### src/rtl/risc_pkg.sv
// Shared definitions for the IITB-RISC datapath blocks: default widths,
// the PC register index and the LM/SM sequencer state encoding.
package risc_pkg;

  localparam int DATA_W_DEF = 16;
  localparam int ADDR_W_DEF = 16;

  // R7 doubles as the program counter
  localparam logic [2:0] REG_PC = 3'd7;

  typedef enum logic [1:0] {
    SEQ_IDLE   = 2'd0,
    SEQ_ACCESS = 2'd1,
    SEQ_DONE   = 2'd2
  } seq_state_e;

  // Drop one register from a pending transfer list
  function automatic logic [7:0] bit_clear8(input logic [7:0] mask,
                                            input logic [2:0] idx);
    bit_clear8 = mask & ~(8'b1 << idx);
  endfunction

endpackage

### src/rtl/lowest_set_bit8.sv
// Combinational priority encoder: index of the lowest set bit of an 8-bit
// mask. valid is low for an empty mask, in which case index reads 0.
module lowest_set_bit8 (
  input  logic [7:0] mask,
  output logic [2:0] index,
  output logic       valid
);

  // Scan from the top so the lowest set bit is the last one to win
  always_comb begin
    index = 3'd0;
    for (int i = 7; i >= 0; i--) begin
      if (mask[i]) index = 3'(i);
    end
  end

  assign valid = |mask;

endmodule

### src/rtl/lm_sm_sequencer.sv
// Load-multiple / store-multiple sequencer. Walks the register list from
// R0 upward, one data-memory access per listed register, and holds the
// pipeline stalled (busy) until the list is exhausted.
//
//   state      | meaning
//   -----------+-------------------------------------------------------
//   SEQ_IDLE   | waiting for start; all outputs quiet
//   SEQ_ACCESS | one access in flight for the lowest pending register
//   SEQ_DONE   | one-cycle completion pulse, then back to SEQ_IDLE
module lm_sm_sequencer
  import risc_pkg::*;
#(
  parameter int DATA_W = DATA_W_DEF,
  parameter int ADDR_W = ADDR_W_DEF
) (
  input  logic              clk,
  input  logic              reset,
  input  logic              start,
  input  logic              is_load,
  input  logic [7:0]        reg_mask,
  input  logic [ADDR_W-1:0] base_addr,
  input  logic              mem_ready,
  input  logic [DATA_W-1:0] mem_rdata,
  input  logic [DATA_W-1:0] rf_read_data,
  output logic              busy,
  output logic              done,
  output logic [ADDR_W-1:0] mem_addr,
  output logic              mem_read_en,
  output logic              mem_write_en,
  output logic [DATA_W-1:0] mem_wdata,
  output logic [2:0]        rf_read_addr,
  output logic              rf_write_en,
  output logic [2:0]        rf_write_addr,
  output logic [DATA_W-1:0] rf_write_data
);

  seq_state_e        state, state_nxt;
  logic              load_q, load_nxt;
  logic [7:0]        pend_q, pend_nxt;
  logic [ADDR_W-1:0] addr_q, addr_nxt;

  logic [2:0]        cur_idx;
  logic              cur_valid;

  lowest_set_bit8 u_lsb (
    .mask  (pend_q),
    .index (cur_idx),
    .valid (cur_valid)
  );

  // State and operand registers; reset abandons any in-flight access
  always_ff @(posedge clk) begin
    if (reset) begin
      state  <= SEQ_IDLE;
      load_q <= 1'b0;
      pend_q <= 8'd0;
      addr_q <= '0;
    end else begin
      state  <= state_nxt;
      load_q <= load_nxt;
      pend_q <= pend_nxt;
      addr_q <= addr_nxt;
    end
  end

  // Next-state and all outputs; outputs are forced quiet while reset is
  // high so a mid-access reset cannot leak a register write
  always_comb begin
    state_nxt     = state;
    load_nxt      = load_q;
    pend_nxt      = pend_q;
    addr_nxt      = addr_q;
    busy          = 1'b0;
    done          = 1'b0;
    mem_addr      = '0;
    mem_read_en   = 1'b0;
    mem_write_en  = 1'b0;
    mem_wdata     = '0;
    rf_read_addr  = 3'd0;
    rf_write_en   = 1'b0;
    rf_write_addr = 3'd0;
    rf_write_data = '0;

    if (!reset) begin
      case (state)
        SEQ_IDLE: begin
          if (start) begin
            load_nxt  = is_load;
            pend_nxt  = reg_mask;
            addr_nxt  = base_addr;
            state_nxt = (reg_mask != 8'd0) ? SEQ_ACCESS : SEQ_DONE;
          end
        end

        SEQ_ACCESS: begin
          busy     = 1'b1;
          mem_addr = addr_q;
          if (load_q) begin
            mem_read_en = 1'b1;
            // A load into the PC still consumes its memory word but is
            // never written back; PC updates belong to the fetch logic
            if (mem_ready && (cur_idx != REG_PC)) begin
              rf_write_en   = 1'b1;
              rf_write_addr = cur_idx;
              rf_write_data = mem_rdata;
            end
          end else begin
            mem_write_en = 1'b1;
            rf_read_addr = cur_idx;
            mem_wdata    = rf_read_data;
          end

          if (mem_ready) begin
            pend_nxt = bit_clear8(pend_q, cur_idx);
            addr_nxt = addr_q + ADDR_W'(1);
            if (pend_nxt == 8'd0) state_nxt = SEQ_DONE;
          end
          // Defensive: an empty list here can only come from a corrupted
          // register, so finish rather than spin
          if (!cur_valid) state_nxt = SEQ_DONE;
        end

        SEQ_DONE: begin
          busy      = 1'b1;
          done      = 1'b1;
          state_nxt = SEQ_IDLE;
        end

        default: state_nxt = SEQ_IDLE;
      endcase
    end
  end

endmodule
### config.mk
export PLATFORM = sky130hd
export DESIGN_NAME = lm_sm_sequencer
export DESIGN_NICKNAME = d
export VERILOG_FILES = /design/src/rtl/risc_pkg.sv /design/src/rtl/lowest_set_bit8.sv /design/src/rtl/lm_sm_sequencer.sv
export SDC_FILE = /design/constraint.sdc
export NUM_CORES = 1
export LEC_CHECK = 0
export CAP_MARGIN = 20
export CORE_MARGIN = 5
export CORE_UTILIZATION = 39
export DETAILED_ROUTE_END_ITERATION = 6
export PLACE_DENSITY = 0.82
export SLEW_MARGIN = 15
export SYNTH_ARGS = -nofsm -noshare
export SYNTH_HDL_FRONTEND = slang
export SYNTH_SLANG_ARGS = --single-unit
### constraint.sdc
create_clock -name clk -period 2.6 [get_ports clk]
set_input_delay 0.78 -clock clk [delete_from_list [all_inputs] [get_ports clk]]
set_output_delay 0.78 -clock clk [all_outputs]
set_load 0.01 [all_outputs]
# Word level (Yosys, flattened, before mapping)
# Index checks and enable logic that the tools add are counted.
[word_totals]
input_bits = 61
wordCells = 75
reg_bits = 27
out_inout_bits = 59
[op_classes]
n_addsub = 1
n_shift = 1
n_eq_ne = 7
bitwise_logic = 2
muxes = 50
n_reduce_logical = 10
[op_table]
columns = ["cell", "n"]
rows = [
  ["$mux 16", 11],
  ["$mux 3", 15],
  ["$pmux 16 s2", 1],
  ["$add 16x1->16 const B", 1],
  ["$mux 8", 2],
  ["$pmux 8 s2", 1],
  ["$mux 1", 14],
  ["$mux 2", 5],
  ["$ne 3x3->1 const B", 3],
  ["$and 8x8->8", 1],
  ["$logic_not 8->1", 1],
  ["$not 8->8", 1],
  ["$reduce_bool 8->1", 1],
  ["$reduce_or 8->1", 1],
  ["$shl 1x3->8 const A", 1],
  ["$reduce_and 3->1", 2],
  ["$ne 2x2->1 const B", 2],
  ["$pmux 2 s2", 1],
  ["$eq 2x1->1 const B", 1],
  ["$eq 2x2->1 const B", 1],
  ["$logic_not 2->1", 1],
  ["$reduce_and 2->1", 1],
  ["$reduce_bool 2->1", 1],
  ["$reduce_or 2->1", 1],
  ["$logic_and 1x1->1", 1],
]

# Logic depth before layout (Yosys ltp)
# Gate-level depths: netlist of the first run.
[logic_depth]
ltp_word = 16
depth_mapped = 10

# By module
# Synthesis of the first run repeated with hierarchy kept, for this count alone.
[unflattened]
hier_cells = 306
hier_area_um2 = 2188.3
[by_module_without_submodules]
columns = ["mod", "n_inst", "area_each_um2", "cells_per_inst"]
rows = [
  ["lm_sm_sequencer", 1, 2107.0, 293],
  ["lowest_set_bit8", 1, 81.3, 13],
]

# Worst setup path after synthesis of the first run
# Ideal clock, no wire load.
[synth_path]
path_kind = "input port to output port"
startpoint = "input port reset"
endpoint = "output port rf_write_data[10]"
t_required_ns = 1.820
stages = 6
n_path_buf = 1
path_slack_ns = -0.004
arrival_time_ns = 1.824
cell_sequence = "inv_1 > and3_1 > nand3_1 > inv_1 > clkbuf_1 > and2_1"
[synth_between]
elab_chain_cells = 1
[synth_lines]
columns = ["item", "line_no", "rtl"]
rows = [
  ["from (decl)", "lm_sm_sequencer.sv:17", "input logic reset,"],
  ["$mux 16", "lm_sm_sequencer.sv:84", "if (!reset) begin"],
  ["to (decl)", "lm_sm_sequencer.sv:34", "output logic [DATA_W-1:0] rf_write_data"],
]
# No other way between the ends.

# Final worst setup path of the first run
[layout_path]
startpoint = "input port reset"
endpoint = "output port done"
[layout_between]
elab_chain_cells = 1
[layout_lines]
columns = ["item", "line_no", "rtl"]
rows = [
  ["$mux 1", "lm_sm_sequencer.sv:84", ""],
  ["to (decl)", "lm_sm_sequencer.sv:26", "output logic done,"],
]
# No other way between the ends.

==> implementation parameters, run 1 <==
Parameter                              Value

Setup path
  Maximum fanout encountered on the critical timing path ... 29
  Max incr delay on CP ... 0.55 ns
  Cell-by-cell trace of the critical path ... buf_2, buf_6, nor2b_1, clkdlybuf4s50_1
  Critical path buffers and inverters ... 3
  Data required time of the worst path ... 1.82 ns
  Setup CP Type ... input pin to output pin
  Critical Path Start Type ... input pin
  WP data arrival ... 1.78 ns
  Cell family contributing the most delay on the critical path ... buffers and inverters
  Crit-path slowest cell ... clkdlybuf4s50_1
  Crit end category ... output pin

STA
  Hold violation total from the final report ... 0
  Setup-violating endpoint count in the final report ... 0
  Maximum achievable frequency ... 0.390 GHz
  Pins Over Slew Limit ... 0
  Period Utilization, post-route ... 0.985
  Final critical-path required period ... 2.56 ns
  Final worst-path setup slack ... 0.0383 ns
  Slew at the pin closest to its max-slew limit ... 0.546 ns
  Tightest slew margin relative to the limit ... 0.633
  Max Clock Skew ... 0.0104 ns
  Setup repair after global routing missed its margin ... yes

GRT
  Initial antenna violation count ... 0
  Residual overflow from global routing ... 0
  All-layer global routing usage ... 0.219
  Largest net degree at the start of global routing ... 31
  Vias in the first global route ... 2582
  Global-route wire length before repair ... 12900 um

Layout
  Synthesis-to-finish area growth ... 65.8%
  Ant. Diodes ... 0
  Layout cells sized above 1 ... 0.236
  Final standard cell utilization of the core ... 0.674
  Fin nets ... 503

Placed design
  Pre-CTS setup slack ... -0.744 ns
  PortBufs ... 119
  DPL Wire Length ... 5970 um
  GPL Wtd Cong ... 0.899

Synthesis
  Number of flops mapped to enable cells by yosys ... 0
  Proportion of register bits with asynchronous set or reset after synthesis ... 0
  Area contributors post-synth ... dfxtp_1 26%, and2_1 10%, nand2_1 6.2%
  Avg Inst Size Synth ... 7.11 sq um
  Total of flip-flops plus latches after synthesis ... 27
  Top flip-flop cell by instance count after synthesis ... dfxtp_1
  Yosys warnings ... 0
  Area share of the leading cell type in the synthesized netlist ... 0.257
  Sequential cell area fraction in the yosys report ... 0.257
  Cell variety after synth ... 52
  Number of instances in the synthesized netlist ... 296
  Top post-synthesis cells by count ... 35 x and2_1, 35 x nand2_1, 28 x nor2_1
  Most area-hungry cell type in the Yosys netlist ... dfxtp_1
  Post-synthesis cell area ... 0.00210 sq mm
  Net count of the mapped netlist ... 361

Route
  Number of vias in the routed layout ... 2657
  Violation count after the first detailed-routing iteration ... 171
  DRT antenna net count ... 0
  Via-per-instance ratio ... 5.24
  Final wirelength ... 7860 um
  Remaining DRCs ... 0
  Number of detailed-routing iterations run before antenna repair ... 5
  Final routed wire length divided by cell count ... 15.5 um

Die
  Boundary pin count ... 120
  Vertical die dimension ... 83.5 um
  Core Box Area ... 0.00517 sq mm
  FP Rows ... 26
  Total Die Area ... 0.00697 sq mm
  Die width ... 83.5 um
  Initial core utilization ... 0.407

CTS
  Clock transition at the register clock pins on the worst setup and hold paths after CTS ... 0.10 ns
  CTS Buffer Depth ... 2
  TritonCTS clock tree ... done
  H-tree depth ... 1
  Number of clock buffers inserted by TritonCTS ... 3
  Source-to-sink clock delay at the later pin of the worst-skew pair ... 0.28 ns
  Number of clock sinks ... 27
  Library cell used as clock root buffer ... clkbuf_8

Run
  Maxcap violations ... 0

Power and ir drop
  Power per standard cell area ... 498 mW/mm^2
  P_leak ... 0.00166 uW
  PnR Total Power ... 1740 uW
  Largest voltage drop on the vdd net ... 351 uV

Status
  Result of the run ... finished clean

Hold path
  Worst hold path type ... flip-flop to flip-flop
[logic make-up (layout without fill, tap and decap cells)]
logic type | count (synthesis) | in the layout | share of synthesized area
compound gates | 78 | 78 | 0.253
fa+ha+maj | 5 | 5 | 0.0285
buf+inv | 30 | 171 | 0.0630
flops | 27 | 27 | 0.257
mux | 2 | 2 | 0.0101
simple gates | 154 | 154 | 0.388
[worst paths after layout]
check,end,slack (ns),depth (start not counted),from
setup reg to reg,addr_q[15],0.38,9,state[1]
hold reg to reg,load_q,0.50,2,load_q
hold / removal,load_q,0.50,2,load_q
setup / recovery,done,0.04,4,reset
[state kept, by name, indices dropped and copies added (netlist names)]
name and cells:
addr_q 16, pend_q 8, state 2, load_q 1
[worst min-delay path, stage by stage, from the launching register on]
cell	delay [ns]
dfxtp_1	0.34
nand2_1	0.07
a21oi_1	0.06
[placed cells by master, fill, tap and decap left out, types with 2 or more instances in the layout]
| master | instances |
|---|---|
| clkdlybuf4s50_1 | 59 |
| nand2_1 | 35 |
| and2_1 | 34 |
| buf_4 | 31 |
| nor2_1 | 28 |
| buf_2 | 27 |
| dfxtp_1 | 25 |
| a21oi_1 | 22 |
| dlygate4sd2_1 | 20 |
| and3_1 | 18 |
| o21ai_0 | 18 |
| clkbuf_2 | 11 |
| nor3_1 | 8 |
| inv_1 | 5 |
| nor2b_1 | 5 |
| nand3_1 | 5 |
| inv_2 | 4 |
| or4_1 | 4 |
| a22oi_1 | 4 |
| buf_6 | 4 |
| nand4_1 | 3 |
| a211oi_1 | 3 |
| and4_1 | 3 |
| o32ai_1 | 3 |
| a21o_1 | 3 |
| ha_1 | 3 |
| clkbuf_8 | 3 |
| o21bai_1 | 2 |
| a2bb2oi_1 | 2 |
| o2bb2ai_1 | 2 |
| a31oi_1 | 2 |
| a32o_1 | 2 |
| clkinvlp_4 | 2 |
| buf_12 | 2 |
| dfxtp_2 | 2 |
[where the power goes]
group	switching (uW)	total, uW	internal, uW
combinational	463	924	461
sequential	80.0	574	494
clock	130	240	110
[timing repair]
item | in CTS | in global routing
setup buffers | 7 | 2
hold buffers | 0 | 0
cloned | 2 | 0
gates resized for setup | 152 | 33
pin swaps | 1 | 3
endpoints found under the hold margin | 0 | 0
setup endpoints to repair | 59 | 29
[stage by stage]
stage	setup TNS [ns]	instances	cell area, sq um	hold WS, ns
finish	0	507	3490	0.495
CTS	-0.0428	506	3600	0.492
floorplan	0	296	2110	0.441
global route	-0.00178	507	3490	0.540
global placement	-33.40	493	3530	0.457
detailed placement	-34.21	493	3530	0.467
[per-layer routing]
layer,track usage,vias up,part of all wire
met5,0,-,0
met4,0.0424,0,0.014
met3,0.0365,10,0.051
met2,0.400,79,0.52
met1,0.271,1233,0.41
li1,-,1335,-
[final cells by class]
cell class              count  area, sq um
repair buffers            155         1290
multi-input cells         239         1470
well taps                  70         87.6
inverters                  10         40.0
repair inverters            2         15.0
fillers                   464         1680
flip-flops and latches     27          543
clock buffers               4         45.0
Note: power is estimated with default switching activity, not from simulation.
==> run 2: changes to the inputs <==
Settings changed: CORE_ASPECT_RATIO from default to 0.7.
==> run 2 against run 1 <==
Core utilization decreased by 2.3 points. Die area rose by 0.33%. Clock power up 4%. Global-route usage shrank 2.0 points. Non-clock buffer count fell by 7. Final cell count down 1.4%. Sequential cell count did not move. Register-to-register slack better by 0.04 ns. First-iteration DRC count shrank 31%. Critical path depth increased by 3.
==> implementation parameters, run 2 (synthesized netlist as in run 1, its figures left out) <==
Parameter                              Value

Layout
  Fill cell count ... 469
  Register Area ... 541 sq um
  Most used cells in the layout excluding fill and tap cells ... 59 x clkdlybuf4s50_1, 39 x buf_2, 35 x and2_1, 35 x nand2_1, 28 x nor2_1
  Synthesis-to-finish area growth ... 61.9%
  Ant. Diodes ... 0
  Non-Filler Instances ... 500
  Layout cells sized above 1 ... 0.208
  Fin nets ... 494
  Final standard cell utilization of the core ... 0.651
  Total area of multi-input combinational cells ... 0.00147 sq mm
  Max reg flops ... 16
  Commonest non-fill, non-tap cell in the layout ... clkdlybuf4s50_1
  Top flop regs ... addr_q: 16 flops, pend_q: 8 flops, state: 2 flops
  Largest reg by FF count ... addr_q

STA
  Slew at the pin closest to its max-slew limit ... 0.534 ns
  Period Utilization, post-route ... 0.966
  Setup repair after global routing missed its margin ... no
  Maximum achievable frequency ... 0.398 GHz
  Setup-violating endpoint count in the final report ... 0
  Final critical-path required period ... 2.51 ns
  Max Clock Skew ... 0.00286 ns
  Hold violation total from the final report ... 0
  Pins Over Slew Limit ... 0
  Tightest slew margin relative to the limit ... 0.641

Setup path
  Crit end category ... output pin
  Worst setup path startpoint ... state[1]
  Critical Path Start Type ... flip-flop
  Setup CP Type ... flip-flop to output pin
  Crit-path slowest cell ... or3_4
  Most used cell, CP ... inv_1
  Max incr delay on CP ... 0.36 ns
  Maximum fanout encountered on the critical timing path ... 17
  Worst flop-to-flop path startpoint ... state[1]
  Data required time of the worst path ... 1.82 ns
  Cell-by-cell trace of the critical path ... inv_1, ha_4, inv_1, or3_4, inv_2, buf_12, dlygate4sd2_1
  WP data arrival ... 1.73 ns

Power and ir drop
  Power per standard cell area ... 500 mW/mm^2
  Switching share of total power ... 0.395
  Clk network pwr share ... 0.146
  Largest voltage drop on the vdd net ... 287 uV
  Internal Dissipation ... 1030 uW
  Portion of total power attributed to combinational logic ... 0.516
  NetSw ... 672 uW
  Part of the power in registers ... 0.337
  P_leak ... 0.00162 uW

GRT
  Residual overflow from global routing ... 0
  Vias in the first global route ... 2372
  All-layer global routing usage ... 0.199
  Initial antenna violation count ... 0
  Largest net degree at the start of global routing ... 44
  Global-route wire length before repair ... 11700 um

CTS
  CTS Buffer Depth ... 2
  Library cell used as clock root buffer ... clkbuf_8
  Number of clock buffers inserted by TritonCTS ... 3
  Post-CTS Hold Fix Bufs ... 0
  Number of clock sinks ... 27
  Source-to-sink clock delay at the later pin of the worst-skew pair ... 0.28 ns
  TritonCTS clock tree ... done
  Clock transition at the register clock pins on the worst setup and hold paths after CTS ... 0.09 ns
  H-tree depth ... 1

Status
  Result of the run ... finished clean

Placed design
  PortBufs ... 119
  GPL Wtd Cong ... 0.842
  DPL Wire Length ... 5770 um
  Cells after DPL ... 495

Route
  Remaining DRCs ... 0
  Final routed wire length divided by cell count ... 14.9 um
  Violation count after the first detailed-routing iteration ... 118
  Number of detailed-routing iterations run before antenna repair ... 4
  Number of vias in the routed layout ... 2645
  Final wirelength ... 7460 um
  Via-per-instance ratio ... 5.29
  DRT antenna net count ... 0

Run
  Maxcap violations ... 0

Die
  Vertical die dimension ... 71.5 um
  Boundary pin count ... 120
  Total Die Area ... 0.00699 sq mm
  FP Rows ... 22
  Die width ... 97.8 um
  Initial core utilization ... 0.402
  Core Box Area ... 0.00523 sq mm

Hold path
  Worst hold path type ... flip-flop to flip-flop
  Start point of the worst hold path ... load_q
==> run 2: cell types whose count changed in the layout (fill, tap and decap cells not counted), sizes merged <==
| cell | previous run | this run |
|---|---|---|
| clkinvlp | 2 | 0 |
| clkbuf | 15 | 4 |
| dlymetal6s2s | 1 | 0 |
| clkdlybuf4s15 | 0 | 1 |
| buf | 64 | 68 |
==> run 2: power by group through the flow <==
stage	registers, uW	clock network [uW]	logic [uW]
finish	575	249	879
global route	586	268	966
CTS	569	248	870
detailed placement	578	0	885
global placement	575	0	860
floorplan	575	0	514
==> run 2: layer usage <==
metal | track usage | vias to the layer above | routed length (um)
met5 | 0 | - | 0
met4 | 0.0307 | 0 | 45
met3 | 0.0418 | 6 | 439
met2 | 0.330 | 96 | 3640
met1 | 0.273 | 1223 | 3330
li1 | - | 1320 | -
==> run 2: worst max-delay path, delay by kind of cell (launching register included) <==
kind | cells | cell delay, ns
fa+ha+maj | 1 | 0.15
flops | 1 | 0.32
buf+inv | 5 | 0.62
simple gates | 1 | 0.36
==> run 2: final timing paths <==
path | slack [ns] | cells after the start | end
setup / recovery | 0.09 | 7 | mem_write_en
hold / removal | 0.48 | 2 | load_q
setup reg to reg | 0.42 | 8 | addr_q[15]
hold reg to reg | 0.48 | 2 | load_q
==> run 2: repair_timing <==
item,CTS,global route
resized for setup,186,4
pin swaps,0,0
setup endpoints to repair,59,36
buffers inserted,0,1
==> run 2: area by class of cell <==
| cell class | count | share of cell area |
|---|---|---|
| multi-input combinational | 239 | 0.431 |
| timing repair buffer | 148 | 0.360 |
| sequential | 27 | 0.159 |
| tap | 72 | 0.0264 |
| clock buffer | 4 | 0.0132 |
| inverter | 10 | 0.0110 |
==> run 2: through the flow <==
stage	setup WS, ns	total power (uW)	TNS, ns	hold slack, ns	cell area [sq um]
final	0.0886	1700	0	0.481	3410
after global routing	0.00221	1820	0	0.499	3410
after CTS	-0.00926	1690	-0.0124	0.482	3390
after detailed placement	-0.742	1460	-34.41	0.457	3530
after global placement	-0.665	1440	-32.49	0.458	3530
after floorplan	0.0710	1090	0	0.441	2110
==> run 3: changes to the inputs <==
==> constraint.sdc (replaced) <==
create_clock -name clk -period 2.6 [get_ports clk]
set_input_delay 0.52 -clock clk [delete_from_list [all_inputs] [get_ports clk]]
set_output_delay 0.52 -clock clk [all_outputs]
set_load 0.01 [all_outputs]
==> run 3 against run 2 <==
Wire length down 2.9%. Die area stayed put. Final cell count fell by 3.0%. Fmax up 1.0%. Core utilization is 1.4 points higher. Clock power is 3% lower. Combinational power is 8.2% lower. Total power is 2.9% lower. Register-to-register slack worse by 0.03 ns. Clock-buffer cell count unchanged. Sequential cell count did not move. Hold slack better by 0.022 ns. Critical endpoint is now rf_write_en. Largest cell class unchanged. Largest power group unchanged.
==> implementation parameters, run 3 (synthesized netlist as in run 1, its figures left out) <==
Parameter                              Value

Route
  Violation count after the first detailed-routing iteration ... 162
  DRT antenna net count ... 0
  Final wirelength ... 7240 um
  Via-per-instance ratio ... 5.31
  Remaining DRCs ... 0
  Number of vias in the routed layout ... 2577
  Number of detailed-routing iterations run before antenna repair ... 5
  Final routed wire length divided by cell count ... 14.9 um

Power and ir drop
  Power per standard cell area ... 475 mW/mm^2
  Part of the power in registers ... 0.366
  Clk network pwr share ... 0.146
  Internal Dissipation ... 1000 uW
  Switching share of total power ... 0.394
  Portion of total power attributed to combinational logic ... 0.488
  NetSw ... 651 uW
  P_leak ... 0.00173 uW
  Largest voltage drop on the vdd net ... 360 uV

STA
  Slew at the pin closest to its max-slew limit ... 0.559 ns
  Final worst hold slack ... 0.504 ns
  Maximum achievable frequency ... 0.402 GHz
  Final critical-path required period ... 2.49 ns
  Max Clock Skew ... 0.00108 ns
  Tightest slew margin relative to the limit ... 0.624
  Hold violation total from the final report ... 0
  Setup-violating endpoint count in the final report ... 0
  Setup repair after global routing missed its margin ... no
  Final worst-path setup slack ... 0.115 ns
  Pins Over Slew Limit ... 0
  Period Utilization, post-route ... 0.956
  Setup TNS ... 0 ns

CTS
  CTS Buffer Depth ... 2
  TritonCTS clock tree ... done
  Number of clock buffers inserted by TritonCTS ... 3
  Source-to-sink clock delay at the later pin of the worst-skew pair ... 0.27 ns
  Library cell used as clock root buffer ... clkbuf_8
  H-tree depth ... 1
  Clock transition at the register clock pins on the worst setup and hold paths after CTS ... 0.09 ns
  Postcts setup bufs ... 0
  Post-CTS Hold Fix Bufs ... 0
  Number of clock sinks ... 27

Layout
  Ant. Diodes ... 0
  Most used cells in the layout excluding fill and tap cells ... 78 x clkdlybuf4s50_1, 35 x and2_1, 35 x nand2_1, 29 x dlygate4sd2_1, 28 x nor2_1
  Max reg flops ... 16
  Layout cells sized above 1 ... 0.0799
  Commonest non-fill, non-tap cell in the layout ... clkdlybuf4s50_1
  Fin nets ... 479
  Largest reg by FF count ... addr_q
  Final Cell Area ... 0.00348 sq mm
  Top flop regs ... addr_q: 16 flops, pend_q: 8 flops, state: 2 flops
  Synthesis-to-finish area growth ... 65.3%

GRT
  Vias in the first global route ... 2438
  Initial antenna violation count ... 0
  Largest net degree at the start of global routing ... 43
  Residual overflow from global routing ... 0
  All-layer global routing usage ... 0.200
  Global-route wire length before repair ... 12000 um

Die
  Vertical die dimension ... 71.5 um
  Core Box Area ... 0.00523 sq mm
  Die width ... 97.8 um
  Boundary pin count ... 120
  FP Rows ... 22
  Total Die Area ... 0.00699 sq mm
  Initial core utilization ... 0.402

Setup path
  Cell family contributing the most delay on the critical path ... buffers and inverters
  Cell-by-cell trace of the critical path ... inv_1, ha_2, and3_4, nand3_1, inv_1, buf_12, clkdlybuf4s50_1
  Max incr delay on CP ... 0.54 ns
  Most used cell, CP ... inv_1
  Critical Path Start Type ... flip-flop
  Setup CP Type ... flip-flop to output pin
  Critical path buffers and inverters ... 4
  WP data arrival ... 1.97 ns
  Maximum fanout encountered on the critical timing path ... 17
  Crit-path slowest cell ... clkdlybuf4s50_1
  Crit end category ... output pin
  Data required time of the worst path ... 2.08 ns

Run
  Maxcap violations ... 0

Placed design
  DPL Wire Length ... 5670 um
  Pre-CTS setup slack ... -0.229 ns
  Area post-placement ... 0.00341 sq mm
  PortBufs ... 119
  GPL Wtd Cong ... 0.805

Hold path
  Worst hold path type ... flip-flop to flip-flop

Status
  Result of the run ... finished clean
-- run 3: worst reg2reg max path, delay by kind of cell, from the launching register on --
family,cells,cell delay [ns]
fa+ha+maj,1,0.21
mux,1,0.27
flops,1,0.34
compound gates,2,0.39
simple gates,2,0.58
buf+inv,2,0.36
-- run 3: area by class of cell --
type                       instances  area, sq um
timing repair buffer             133         1310
fill                             462         1750
inverter                          10         37.5
sequential                        27          543
multi-input combinational        239         1460
clock buffer                       4         45.0
tap                               72         90.1
-- run 3: final timing paths --
path,startpoint,end,slack (ns),cells after the start
worst max-delay path,state[1],rf_write_en,0.11,7
worst min-delay path,load_q,load_q,0.50,2
worst max register to register,state[1],addr_q[15],0.39,8
worst min register to register,load_q,load_q,0.50,2
-- run 3: metal layers --
metal / up-vias / routed length [um] / GRT usage
met4: 0 / 39 / 0.0200
met2: 107 / 3500 / 0.327
met5: - / 0 / 0
li1: 1294 / - / -
met3: 6 / 546 / 0.0379
met1: 1170 / 3150 / 0.285
-- run 3: through the flow --
step / power [uW] / util / cells
6_report: 1650 / 0.665 / 485
5_1_grt: 1780 / 0.665 / 485
4_1_cts: 1640 / 0.657 / 485
3_5_place_dp: 1410 / 0.653 / 481
3_3_place_gp: 1390 / 0.653 / 481
2_1_floorplan: 1090 / - / 296
-- run 3: timing repair --
item                                    4_1_cts  5_1_grt
pin swaps                                     1        0
resized for setup                            33       16
endpoints found under the setup margin       40       25
-- run 3: power groups by stage --
| stage | clock network, uW | registers, uW | logic [uW] |
|---|---|---|---|
| after floorplan | 0 | 575 | 514 |
| after global placement | 0 | 600 | 787 |
| after detailed placement | 0 | 606 | 802 |
| after CTS | 248 | 597 | 796 |
| after global routing | 268 | 620 | 892 |
| final | 242 | 604 | 807 |
